===== src/rtl/tdm_demux4.sv =====
// Receive side of the 4:1 TDM link: re-splits slot-ordered samples onto four
// registered outputs once per frame, with HUNT/LOCKED frame alignment.
module tdm_demux4 #(
  parameter int unsigned WIDTH      = 1,
  parameter int unsigned MISS_LIMIT = 2
) (
  input  logic             clk,
  input  logic             rst,
  input  logic             din_valid,
  input  logic [WIDTH-1:0] din,
  input  logic             sof,
  output logic [WIDTH-1:0] a,
  output logic [WIDTH-1:0] b,
  output logic [WIDTH-1:0] c,
  output logic [WIDTH-1:0] d,
  output logic [1:0]       sel,
  output logic             frame_valid,
  output logic             locked,
  output logic             sync_err
);

  localparam int unsigned MW = 3;

  typedef enum logic {
    ST_HUNT   = 1'b0,
    ST_LOCKED = 1'b1
  } state_t;

  state_t           state_q, state_d;
  logic [WIDTH-1:0] stage0_q, stage0_d;
  logic [WIDTH-1:0] stage1_q, stage1_d;
  logic [WIDTH-1:0] stage2_q, stage2_d;
  logic [WIDTH-1:0] a_q, a_d, b_q, b_d, c_q, c_d, d_q, d_d;
  logic [1:0]       sel_q, sel_d;
  logic [MW-1:0]    miss_q, miss_d;
  logic [MW-1:0]    miss_inc;
  logic             fv_q, fv_d;
  logic             err_q, err_d;
  logic             locked_q, locked_d;

  assign miss_inc = miss_q + MW'(1);

  // State register and all registered outputs
  always_ff @(posedge clk) begin
    if (rst) begin
      state_q  <= ST_HUNT;
      stage0_q <= '0;
      stage1_q <= '0;
      stage2_q <= '0;
      a_q      <= '0;
      b_q      <= '0;
      c_q      <= '0;
      d_q      <= '0;
      sel_q    <= 2'd0;
      miss_q   <= '0;
      fv_q     <= 1'b0;
      err_q    <= 1'b0;
      locked_q <= 1'b0;
    end else begin
      state_q  <= state_d;
      stage0_q <= stage0_d;
      stage1_q <= stage1_d;
      stage2_q <= stage2_d;
      a_q      <= a_d;
      b_q      <= b_d;
      c_q      <= c_d;
      d_q      <= d_d;
      sel_q    <= sel_d;
      miss_q   <= miss_d;
      fv_q     <= fv_d;
      err_q    <= err_d;
      locked_q <= locked_d;
    end
  end

  // Next-state and output decode; idle cycles hold everything except the pulses
  always_comb begin
    state_d  = state_q;
    stage0_d = stage0_q;
    stage1_d = stage1_q;
    stage2_d = stage2_q;
    a_d      = a_q;
    b_d      = b_q;
    c_d      = c_q;
    d_d      = d_q;
    sel_d    = sel_q;
    miss_d   = miss_q;
    fv_d     = 1'b0;
    err_d    = 1'b0;

    if (din_valid) begin
      case (state_q)
        ST_HUNT: begin
          if (sof) begin
            stage0_d = din;
            sel_d    = 2'd1;
            miss_d   = '0;
            state_d  = ST_LOCKED;
          end
        end
        ST_LOCKED: begin
          if (sel_q == 2'd0) begin
            if (sof) begin
              stage0_d = din;
              sel_d    = 2'd1;
              miss_d   = '0;
            end else begin
              err_d = 1'b1;
              // Missing sof: tolerated as slot 0 until the limit is hit
              if (miss_inc >= MW'(MISS_LIMIT)) begin
                state_d = ST_HUNT;
                sel_d   = 2'd0;
                miss_d  = '0;
              end else begin
                miss_d   = miss_inc;
                stage0_d = din;
                sel_d    = 2'd1;
              end
            end
          end else if (sof) begin
            // Early sof: drop the partial frame and restart at slot 0
            err_d    = 1'b1;
            stage0_d = din;
            sel_d    = 2'd1;
            miss_d   = '0;
          end else begin
            case (sel_q)
              2'd1: stage1_d = din;
              2'd2: stage2_d = din;
              2'd3: begin
                a_d  = stage0_q;
                b_d  = stage1_q;
                c_d  = stage2_q;
                d_d  = din;
                fv_d = 1'b1;
              end
              default: ;
            endcase
            sel_d = sel_q + 2'd1;
          end
        end
        default: state_d = ST_HUNT;
      endcase
    end

    locked_d = (state_d == ST_LOCKED);
  end

  assign a           = a_q;
  assign b           = b_q;
  assign c           = c_q;
  assign d           = d_q;
  assign sel         = sel_q;
  assign frame_valid = fv_q;
  assign locked      = locked_q;
  assign sync_err    = err_q;

endmodule


===== config.mk =====
export PLATFORM = sky130hd
export DESIGN_NAME = tdm_demux4
export DESIGN_NICKNAME = d
export VERILOG_FILES = /design/src/rtl/tdm_demux4.sv
export SDC_FILE = /design/constraint.sdc
export NUM_CORES = 1
export LEC_CHECK = 0
export ABC_AREA = 1
export CAP_MARGIN = 0
export CORE_MARGIN = 5
export CORE_UTILIZATION = 44
export DETAILED_ROUTE_END_ITERATION = 8
export GPL_TIMING_DRIVEN = 0
export PLACE_DENSITY = 0.81
export SLEW_MARGIN = 20
export SYNTH_ARGS = -nofsm -noshare
export SYNTH_HDL_FRONTEND = slang
export SYNTH_SLANG_ARGS = --single-unit

===== constraint.sdc =====
create_clock -name clk -period 1.4 [get_ports clk]
set_input_delay 0.14 -clock clk [delete_from_list [all_inputs] [get_ports clk]]
set_output_delay 0.14 -clock clk [all_outputs]
set_load 0.05 [all_outputs]

## Word-level counts from Yosys, hierarchy flattened

Cells that the tools add are included.

| operators by class | value |
|---|---|
| reduce and logical (&&, ||, !) cells | 8 |
| multiplexer cells | 24 |
| magnitude comparators | 1 |
| bitwise logic cells | 4 |
| equality and inequality tests | 5 |
| add/subtract/negate cells | 2 |

Operators with widths:

| kind | count |
|---|---|
| $reduce_and A5 Y1 | 3 |
| $mux W1 | 13 |
| $mux W3 | 4 |
| $mux W2 | 3 |
| $pmux W3 S2 | 1 |
| $reduce_or A5 Y1 | 1 |
| $eq A2 B2 Y1 const B | 2 |
| $ne A4 B4 Y1 const B | 1 |
| $not A1 Y1 | 4 |
| $pmux W1 S2 | 2 |
| $pmux W2 S2 | 1 |
| $reduce_and A2 Y1 | 2 |
| $add A3 B1 Y3 const B | 1 |
| $ge A3 B2 Y1 const B | 1 |
| $reduce_or A3 Y1 | 1 |
| $add A2 B1 Y2 const B | 1 |
| $eq A2 B1 Y1 const B | 1 |
| $logic_not A2 Y1 | 1 |
| $ne A2 B2 Y1 const B | 1 |

| storage, ports and cells | value |
|---|---|
| output and inout port bits | 9 |
| register bits after elaboration | 15 |

## Longest topological paths before layout

Gate-level depths: netlist of the first run.

| logic depth | value |
|---|---|
| depth after elaboration | 6 |
| mapped depth | 10 |
| mapped depth without buffers | 10 |

## Least setup slack after synthesis of the first run

OpenSTA, ideal clock, no wires.

| timing path | value |
|---|---|
| path kind | reg2reg |
| start | register sel_q[0] (netlist: sel[0]) |
| end | register d_q (netlist: d) |
| cell stages (with the launch flop) | 10 |
| arrival | 1.657 ns |
| data required time | 1.284 ns |
| path slack | -0.373 ns |
| period minus slack after synthesis | 1.773 ns |
| cells stage by stage | dfxtp_1 inv_1 ha_1 inv_1 ha_1 nand2_2 clkinv_2 nand2_4 o21ai_0 nor2_1 |

| between the ends | value |
|---|---|
| cells in the longest elaborated chain, start to end | 3 |

RTL lines:

| item | RTL line | RTL |
|---|---|---|
| start: declaration | 34 | `logic [1:0] sel_q, sel_d;` |
| start signal: assignment | 68 | `sel_q <= sel_d;` |
| $logic_not A2 Y1 | 102 | `if (sel_q == 2'd0) begin` |
| $not A1 Y1 (no source line) | - |  |
| $reduce_and A5 Y1 (no source line) (*) | - |  |
| end signal: assignment | 53 | `d_q <= '0;` |
| end signal: assignment | 67 | `d_q <= d_d;` |
| end: declaration | 33 | `logic [WIDTH-1:0] a_q, a_d, b_q, b_d, c_q, c_d, d_q, d_d;` |

Mark *: on every way between the ends. The rest lies on a longest branch, timed or not.
A chain may end at the register's enable or synchronous reset.

## Worst setup path in the final report of the first run

| timing path | value |
|---|---|
| start | register sel_q[0] (netlist: sel[0]) |
| end | output sel[0] |

RTL lines:

| item | RTL line | RTL |
|---|---|---|
| end: declaration | 16 | `output logic [1:0] sel,` |

No word-level cell between the ends.

==> impl_results.md, run 1 <==
- Hold path startpoint: sof
- Synth top area share: 0.410
- CTS Buf Count: 3
- Pins Over Slew Limit: 0
- Post-layout util: 0.606
- Max IR drop VDD: 0.526 mV
- Crit path to: sel[0]
- Die Width: 50.8 um
- Setup Viol. Count Final: 0
- Slowest-stage cell, CP: dlygate4sd2_1
- Final worst-path cycle share: 0.962
- Avg Cell Area, Syn: 7.19 um2
- Pre-Repair DR Iteration Count: 4
- Post-route setup slack: 0.0529 ns
- CTS H-tree lvls: 1
- GRT overflow: 0
- Fin. Hold Viols: 0
- Ranking of synthesized cells by area: dfxtp_1 41%, ha_1 12%, nand2_1 12%
- Crit-path max FO: 6
- Worst Path Arrival: 1.21 ns
- CP Cell Sequence: dlygate4sd2_1
- FP Rows: 14
- Critical Path End Type: output port
- Slew margin rel.: 0.671
- Synth warnings: 0
- Initial DRC count: 18
- Reg2reg path depth: 10
- Top-count cell post-synth: nand2_1
- Clock sinks: 15
- Hold WC Path Type: input port to flop
- Vias in the first global route: 614
- Pre-CTS setup slack: -0.157 ns
- Final Non-Filler Cells: 136
- Post-synth net total: 114
- Fillers: 149
- Die height: 50.8 um
- #FFs+latches synth: 15
- Post-DRT Antenna Nets: 0
- Post-Synthesis Cells: 102
- Crit path from: sel[0]$_SDFFE_PP0P_
- Slew @ Worst Pin: 0.495 ns
- R2R Path End: d$_SDFFE_PP0P_
- Initial cell density of the core: 0.476
- Most frequent cells after synthesis: 23 x nand2_1, 15 x dfxtp_1, 15 x nor2_1, 13 x inv_1, 8 x nand3_1
- Io pins: 14
- Port Buffers: 13
- Tmin final: 1.35 ns
- Flip-flop count of the largest register after layout: 3
- WL/cell: 11.2 um
- Synth Flop Type: dfxtp_1
- Root buf cell: clkbuf_4
- Nets: 133
- CTS tree: yes
- Largest net degree at the start of global routing: 10
- Routability cong.: 0.854
- # hold bufs at CTS: 0
- WS Path Type: flop to output port
- Async SR Flop Fraction: 0
- Synth cell types: 15
- Layout area overhead: 27.5%
- CTS max path bufs: 2
- Vias: 674
- CTS clock-pin slew for the worst setup and hold paths: 0.09 ns
- R2r setup slk: 0.06 ns
- Post-DP HPWL: 1.13 mm
- Share of cells above drive strength 1: 0.167
- Worst reg2reg startpoint: sel[0]$_SDFFE_PP0P_
- Worst path max stage delay: 0.53 ns
- GRT Total Usage: 0.127
- Worst Path Buf+Inv: 1
- Post-synth EDFFs: 0
- Setup Skew: 0.0119 ns
- Core area: 0.00154 mm2
- Startpoint types: flop
- RSZ-0062 raised after global routing: yes
- Die area: 0.00258 mm2
- Power density over the cells: 867 mW/mm2
- Achievable Freq: 742 MHz
- DRC: 0
- Worst Path Required: 1.26 ns
- Vias per cell: 4.96
- Initial antenna violation count: 0
- Sequential share of the synthesized area: 0.410
- PnR Total Power: 0.000810 W
- Leak: 0.485 nW
- Final wirelength: 1.53 mm
- Inst Count DP: 131
- Largest delay share family, worst path: buffers and inverters
- Crit path depth: 1
- Largest register by flop count: miss_q
- Setup TNS: 0 ns
- Area leader, netlist: dfxtp_1
- Mapped Area: 733 um2
- Max-cap violation count: 0
- First-pass GRT wire length: 2.50 mm
- Clock Latency Late Sink: 0.30 ns
- Status: complete, no violations
- ANT cells: 0
[layer usage]
metal / part of all wire / vias up / GRT usage
met5: 0 / - / 0
met4: 0.029 / 0 / 0.0979
met3: 0.064 / 5 / 0.0291
met2: 0.46 / 17 / 0.184
met1: 0.44 / 295 / 0.161
li1: - / 357 / -
[report_power, final]
part / switching (W) / internal [W] / leakage, nW
clock: 0.000145 / 0.000107 / 0.0177
combinational: 0.0000731 / 0.0000413 / 0.344
sequential: 0.0000112 / 0.000433 / 0.124
total: 0.000229 / 0.000581 / 0.485
[final cells by class]
cell class / instances / area (um2) / share of cell area
clock buffers: 3 / 22.5 / 0.0241
clock inverters: 1 / 5.00 / 0.00535
inverters: 16 / 63.8 / 0.0683
multi-input cells: 71 / 385 / 0.412
flip-flops and latches: 15 / 309 / 0.331
well taps: 16 / 20.0 / 0.0214
repair buffers: 14 / 129 / 0.138
[worst min path at each step]
stage                                        end  cells past startpoint
final                     frame_valid$_SDFF_PP0_                      2
after global routing      frame_valid$_SDFF_PP0_                      2
after CTS                 frame_valid$_SDFF_PP0_                      2
after detailed placement  miss_q[2]$_SDFFE_PP0P_                      2
after global placement     stage1_q$_SDFFE_PP0P_                      2
after floorplan              sel[1]$_SDFFE_PP0P_                      1
[metrics by stage]
stage | cell area [um2] | hold WS, ns
2_1_floorplan | 753 | 0.199
5_1_grt | 935 | 0.439
4_1_cts | 922 | 0.449
3_5_place_dp | 903 | 0.458
6_report | 935 | 0.457
3_3_place_gp | 903 | 0.445
[layout by cell type, fill, tap and decap left out, drive strengths merged, types with 3 or more instances in the layout]
master         count
nand2             26
nor2              15
dfxtp             15
inv               15
nand3              8
dlygate4sd2        8
ha                 7
a21oi              6
o21ai              5
clkdlybuf4s50      4
nor3               3
clkbuf             3
[logic make-up (layout without fill, tap and decap cells)]
kind of cell	after synthesis	after routing	synth area share
buffers and inverters	16	34	0.0853
and+or+nand+nor	53	53	0.311
adders and majority gates	7	7	0.119
DFF	15	15	0.410
AOI/OAI and AO/OA	11	11	0.0751
[timing repair]
action | 4_1_cts | 5_1_grt
setup buffers | 0 | 1
endpoints found under the setup margin | 9 | 9
pin swaps | 0 | 1
gates resized for setup | 11 | 4
No activity file was read; power rests on OpenSTA's default activity.
==> run 2: changes to the inputs <==
--- a/config.mk
+++ b/config.mk
@@ -11,7 +11,7 @@
 export CORE_UTILIZATION = 44
 export DETAILED_ROUTE_END_ITERATION = 8
 export GPL_TIMING_DRIVEN = 0
-export PLACE_DENSITY = 0.81
+export PLACE_DENSITY = 0.74
 export SLEW_MARGIN = 20
 export SYNTH_ARGS = -nofsm -noshare
 export SYNTH_HDL_FRONTEND = slang
==> run 2 against run 1 <==
Register-to-register slack barely moved. Critical path depth did not move. Critical endpoint unchanged. Worst setup slack better by 0.0090 ns. Highest routed layer unchanged. Utilization rose by 2.2 points.
==> impl_results.md, run 2 (synthesized netlist as in run 1, its figures left out) <==
- Status: complete, no violations (unchanged)
- Initial cell density of the core: 0.476 (unchanged)
- CP Cell Sequence: dlygate4sd2_1 (unchanged)
- Pins Over Slew Limit: 0 (unchanged)
- Vias: 710 (was 674)
- Worst Path Required: 1.26 ns (about the same)
- ANT cells: 0 (unchanged)
- Post-DP HPWL: 1.09 mm (was 1.13 mm)
- Tmin final: 1.34 ns (was 1.35 ns)
- Core area: 0.00154 mm2 (unchanged)
- Fin. Hold Viols: 0 (unchanged)
- Root buf cell: clkbuf_4 (unchanged)
- Flip-flop count of the largest register after layout: 3 (unchanged)
- Io pins: 14 (unchanged)
- Max-cap violation count: 0 (unchanged)
- Nets: 135 (was 133)
- Crit-path max FO: 4 (was 6)
- Die area: 0.00258 mm2 (unchanged)
- CTS Buf Count: 3 (unchanged)
- Clock Latency Late Sink: 0.28 ns (was 0.30 ns)
- Startpoint types: flop (unchanged)
- Commonest cells after routing, fill and taps aside: 22 x nand2_1, 14 x nor2_1, 13 x dfxtp_1 (was 22 x nand2_1, 15 x nor2_1, 12 x dfxtp_1)
- Initial antenna violation count: 0 (unchanged)
- Achievable Freq: 747 MHz (was 742 MHz)
- Final wirelength: 1.47 mm (was 1.53 mm)
- Power density over the cells: 835 mW/mm2 (was 867 mW/mm2)
- Max IR drop VDD: 0.518 mV (was 0.526 mV)
- Slew @ Worst Pin: 0.491 ns (was 0.495 ns)
- Slew margin rel.: 0.674 (was 0.671)
- Routability cong.: 0.845 (was 0.854)
- FP Rows: 14 (unchanged)
- GRT overflow: 0 (unchanged)
- First-pass GRT wire length: 2.52 mm (was 2.50 mm)
- Largest delay share family, worst path: buffers and inverters (unchanged)
- Vias in the first global route: 629 (was 614)
- Design area: 968 um2 (was 935 um2)
- CTS max path bufs: 2 (unchanged)
- Leading cell type in the layout, fill and taps excluded: nand2_1 (unchanged)
- Vias per cell: 5.14 (was 4.96)
- GRT Total Usage: 0.122 (was 0.127)
- Largest net degree at the start of global routing: 10 (unchanged)
- Final worst-path cycle share: 0.956 (was 0.962)
- Worst Path Buf+Inv: 1 (unchanged)
- Layout area overhead: 32.1% (was 27.5%)
- Critical Path End Type: output port (unchanged)
- CTS tree: yes (unchanged)
- WL/cell: 10.7 um (was 11.2 um)
- Share of cells above drive strength 1: 0.180 (was 0.167)
- Largest register by flop count: miss_q (unchanged)
- Die Width: 50.8 um (unchanged)
- Leak: 0.480 nW (was 0.485 nW)
- Slowest-stage cell, CP: dlygate4sd2_1 (unchanged)
- Initial DRC count: 5 (was 18)
- Post-layout util: 0.628 (was 0.606)
- Placement Cell Area: 903 um2 (unchanged)
- CTS clock-pin slew for the worst setup and hold paths: 0.09 ns (about the same)
- Worst path max stage delay: 0.53 ns (about the same)
- Setup Viol. Count Final: 0 (unchanged)
- Setup Skew: 0.00688 ns (was 0.0119 ns)
- WS Path Type: flop to output port (unchanged)
- CTS H-tree lvls: 1 (unchanged)
- Die height: 50.8 um (unchanged)
- Port Buffers: 13 (unchanged)
- PnR Total Power: 0.000809 W (was 0.000810 W)
- DRC: 0 (unchanged)
- Pre-Repair DR Iteration Count: 4 (unchanged)
- Post-DRT Antenna Nets: 0 (unchanged)
- Hold WC Path Type: flop to flop (was input port to flop)
- Worst Path Arrival: 1.20 ns (was 1.21 ns)
- Clock sinks: 15 (unchanged)
-- run 2: cell count changes in the layout (fill, tap and decap cells not counted), moves of 2 or more --
| cell | delta |
|---|---|
| buf_4 | +2 |
| inv_2 | -2 |
| inv_4 | +2 |
| o21ai_0 | -2 |
| o21ai_1 | +2 |
-- run 2: path summary, 6_finish.rpt --
check	startpoint	to	slack, ns	depth (start not counted)
worst max-delay path	sel[0]$_SDFFE_PP0P_	sel[0]	0.06	1
worst min-delay path	stage2_q$_SDFFE_PP0P_	stage2_q$_SDFFE_PP0P_	0.47	2
worst max register to register	sel[0]$_SDFFE_PP0P_	c$_SDFFE_PP0P_	0.07	10
worst min register to register	stage2_q$_SDFFE_PP0P_	stage2_q$_SDFFE_PP0P_	0.47	2
-- run 2: cell type report --
type / count / area, um2
timing repair buffer: 16 / 144
sequential: 15 / 308
multi-input combinational: 71 / 397
clock inverter: 1 / 5.00
clock buffer: 3 / 22.5
inverter: 16 / 72.6
tap: 16 / 20.0
fill: 152 / 573
-- run 2: per-layer routing --
layer | track usage | share of wire | vias to the layer above
li1 | - | - | 360
met1 | 0.154 | 0.46 | 320
met2 | 0.198 | 0.45 | 26
met3 | 0.0262 | 0.073 | 4
met4 | 0.0511 | 0.016 | 0
met5 | 0 | 0 | -
-- run 2: power breakdown --
| part | switching (W) | internal [W] |
|---|---|---|
| Combinational | 0.0000763 | 0.0000472 |
| Clock | 0.000136 | 0.000106 |
| Sequential | 0.0000106 | 0.000433 |
-- run 2: stage by stage --
step	setup slack [ns]	hold WS [ns]	setup TNS, ns	instances
4_1_cts	0.00112	0.471	0	136
6_report	0.0619	0.471	0	138
2_1_floorplan	0.0286	0.199	0	102
3_3_place_gp	-0.130	0.446	-0.504	131
5_1_grt	-0.0162	0.499	-0.0197	138
3_5_place_dp	-0.153	0.459	-0.682	131
-- run 2: timing repair --
action	4_1_cts	5_1_grt
endpoints found under the setup margin	13	6
gates resized for setup	12	9
pin swaps	1	2
hold buffers	0	0
buffers inserted	1	2
==> run 3: changes to the inputs <==
--- a/config.mk
+++ b/config.mk
@@ -10,7 +10,6 @@
 export CORE_MARGIN = 5
 export CORE_UTILIZATION = 44
 export DETAILED_ROUTE_END_ITERATION = 8
-export GPL_TIMING_DRIVEN = 0
 export PLACE_DENSITY = 0.74
 export SLEW_MARGIN = 20
 export SYNTH_ARGS = -nofsm -noshare
==> run 3 against run 2 <==
First-iteration DRC count up 100%. Sequential power about the same. Register-to-register slack better by 0.02 ns. Non-clock buffer count up 5. Sequential share of layout area down 1.4 points. Fmax up 2.3%. Clock power down 2%. Via count up 2.0%. Count of clock-buffer cells in the layout up 1. Critical path depth up 7.
==> impl_results.md, run 3 (synthesized netlist as in run 1, its figures left out) <==
- First-pass GRT wire length: 2.76 mm (was 2.52 mm)
- RSZ-0062 raised after global routing: no
- Largest net degree at the start of global routing: 10 (unchanged)
- Max IR drop VDD: 0.518 mV (about the same)
- Hold path startpoint: miss_q[2]$_SDFFE_PP0P_ (was stage2_q$_SDFFE_PP0P_)
- Max-cap violation count: 0 (unchanged)
- Layout area overhead: 38.2% (was 32.1%)
- Clock Latency Late Sink: 0.28 ns (about the same)
- PnR Total Power: 0.000829 W (was 0.000809 W)
- R2r setup slk: 0.09 ns (was 0.07 ns)
- Die Width: 50.8 um (unchanged)
- Slowest-stage cell, CP: dfxtp_4 (was dlygate4sd2_1)
- Worst hold stages: 2 (unchanged)
- Reg2reg path depth: 8 (was 10)
- CTS tree: yes (unchanged)
- Vias: 724 (was 710)
- Largest register by flop count: miss_q (unchanged)
- CTS clock-pin slew for the worst setup and hold paths: 0.08 ns (was 0.09 ns)
- Placement Cell Area: 978 um2 (was 903 um2)
- GR Util met1: 0.172 (was 0.154)
- Worst path max stage delay: 0.35 ns (was 0.53 ns)
- Io pins: 14 (unchanged)
- Largest delay share family, worst path: flip-flops (was buffers and inverters)
- Status: complete, no violations (unchanged)
- Met3 usage: 0.0349 (was 0.0262)
- Grt peak-use layer: met2 (unchanged)
- Tmin final: 1.31 ns (was 1.34 ns)
- Pins Over Slew Limit: 0 (unchanged)
- FP Rows: 14 (unchanged)
- Leak: 0.513 nW (was 0.480 nW)
- Worst reg2reg startpoint: sel[0]$_SDFFE_PP0P_ (unchanged)
- CTS H-tree lvls: 1 (unchanged)
- Slew @ Worst Pin: 0.269 ns (was 0.491 ns)
- Hold WC Path Type: flop to flop (unchanged)
- Worst Path Arrival: 1.49 ns (was 1.20 ns)
- Design area: 0.00101 mm2 (was 968 um2)
- CP Cell Sequence: inv_2, ha_4, inv_2, buf_4, nor2_1, nand2_2, a21oi_1, nor2_1 (was dlygate4sd2_1)
- Nets: 140 (was 135)
- # hold bufs at CTS: 0 (unchanged)
- ANT cells: 0 (unchanged)
- R2R Path End: stage0_q$_SDFFE_PP0P_ (was c$_SDFFE_PP0P_)
- Final hold slack: 0.466 ns (was 0.471 ns)
- WL/cell: 10.9 um (was 10.7 um)
- Startpoint types: flop (unchanged)
- Power density over the cells: 818 mW/mm2 (was 835 mW/mm2)
- Achievable Freq: 765 MHz (was 747 MHz)
- Initial DRC count: 10 (was 5)
- Setup Skew: 0.00383 ns (was 0.00688 ns)
- Initial cell density of the core: 0.476 (unchanged)
- Met2 Track Usage GR: 0.221 (was 0.198)
- Flip-flop count of the largest register after layout: 3 (unchanged)
- Pre-Repair DR Iteration Count: 4 (unchanged)
- Worst Path Required: 1.58 ns (was 1.26 ns)
- Final worst-path cycle share: 0.934 (was 0.956)
- Setup Viol. Count Final: 0 (unchanged)
- Commonest cells after routing, fill and taps aside: 22 x nand2_1, 15 x nor2_1, 14 x buf_4 (was 22 x nand2_1, 14 x nor2_1, 13 x dfxtp_1)
- Slew margin rel.: 0.821 (was 0.674)
- Die height: 50.8 um (unchanged)
- GRT Total Usage: 0.137 (was 0.122)
- DRC: 0 (unchanged)
- Clock sinks: 15 (unchanged)
- WS Path Type: flop to flop (was flop to output port)
- Port Buffers: 13 (unchanged)
- Hold worst-path end: miss_q[2]$_SDFFE_PP0P_ (was stage2_q$_SDFFE_PP0P_)
- Critical Path End Type: flop (was output port)
- Routability cong.: 0.818 (was 0.845)
- Core area: 0.00154 mm2 (unchanged)
- Post-DP HPWL: 1.24 mm (was 1.09 mm)
- Post-DRT Antenna Nets: 0 (unchanged)
- Final wirelength: 1.57 mm (was 1.47 mm)
- Crit-path max FO: 4 (unchanged)
- CTS max path bufs: 2 (unchanged)
- GRT overflow: 0 (unchanged)
- Post-layout util: 0.657 (was 0.628)
- Leading cell type in the layout, fill and taps excluded: nand2_1 (unchanged)
- Vias per cell: 5.06 (was 5.14)
- Root buf cell: clkbuf_4 (unchanged)
- Fin. Hold Viols: 0 (unchanged)
- Worst Path Buf+Inv: 3 (was 1)
- Initial antenna violation count: 0 (unchanged)
- Vias in the first global route: 649 (was 629)
- Die area: 0.00258 mm2 (unchanged)
- Share of cells above drive strength 1: 0.268 (was 0.180)
- CTS Buf Count: 3 (unchanged)
==> run 3: cell type report <==
class / instances / area (um2)
multi-input cells: 71 / 390
repair buffers: 21 / 205
clock buffers: 4 / 26.3
inverters: 16 / 63.8
fillers: 129 / 528
flip-flops and latches: 15 / 308
well taps: 16 / 20.0
==> run 3: timing repair <==
item / CTS / global route
gates resized for setup: 0 / 4
setup buffers: 0 / 0
endpoints found under the setup margin: 0 / 8
==> run 3: worst max-delay path by stage <==
stage	from	end	slack, ns	depth (start not counted)
after floorplan	locked$_SDFFE_PP0P_	d$_SDFFE_PP0P_	0.03	7
after global placement	sof	a$_SDFFE_PP0P_	-0.01	9
after detailed placement	sof	d$_SDFFE_PP0P_	-0.05	9
after CTS	sel[0]$_SDFFE_PP0P_	d$_SDFFE_PP0P_	0.05	10
after global routing	miss_q[1]$_SDFFE_PP0P_	stage0_q$_SDFFE_PP0P_	0.002	9
final	sel[0]$_SDFFE_PP0P_	stage0_q$_SDFFE_PP0P_	0.09	8
==> run 3: metal layers <==
layer  up-vias  part of all wire  wire length, um
met3         4             0.069              108
met1       326              0.44              688
met5         -                 0                0
li1        368                 -                -
met4         0             0.013               21
met2        26              0.48              746
==> run 3: power breakdown <==
group | internal (W) | switching, W | total (W)
Sequential | 0.000433 | 0.00000907 | 0.000442
Clock | 0.000110 | 0.000127 | 0.000238
Combinational | 0.0000673 | 0.0000822 | 0.000150
==> run 3: metrics by stage <==
step	std cells	worst slack [ns]	setup TNS [ns]
5_1_grt	143	0.00155	0
6_report	143	0.0923	0
3_5_place_dp	139	-0.0467	-0.216
4_1_cts	143	0.0550	0
2_1_floorplan	102	0.0286	0
3_3_place_gp	139	-0.0147	-0.0393
==> run 3: tightest hold or removal path, delay by kind of cell (launching register included) <==
kind	cells	cell delay, ns
flops	1	0.32
simple gates	1	0.05
buf+inv	1	0.06
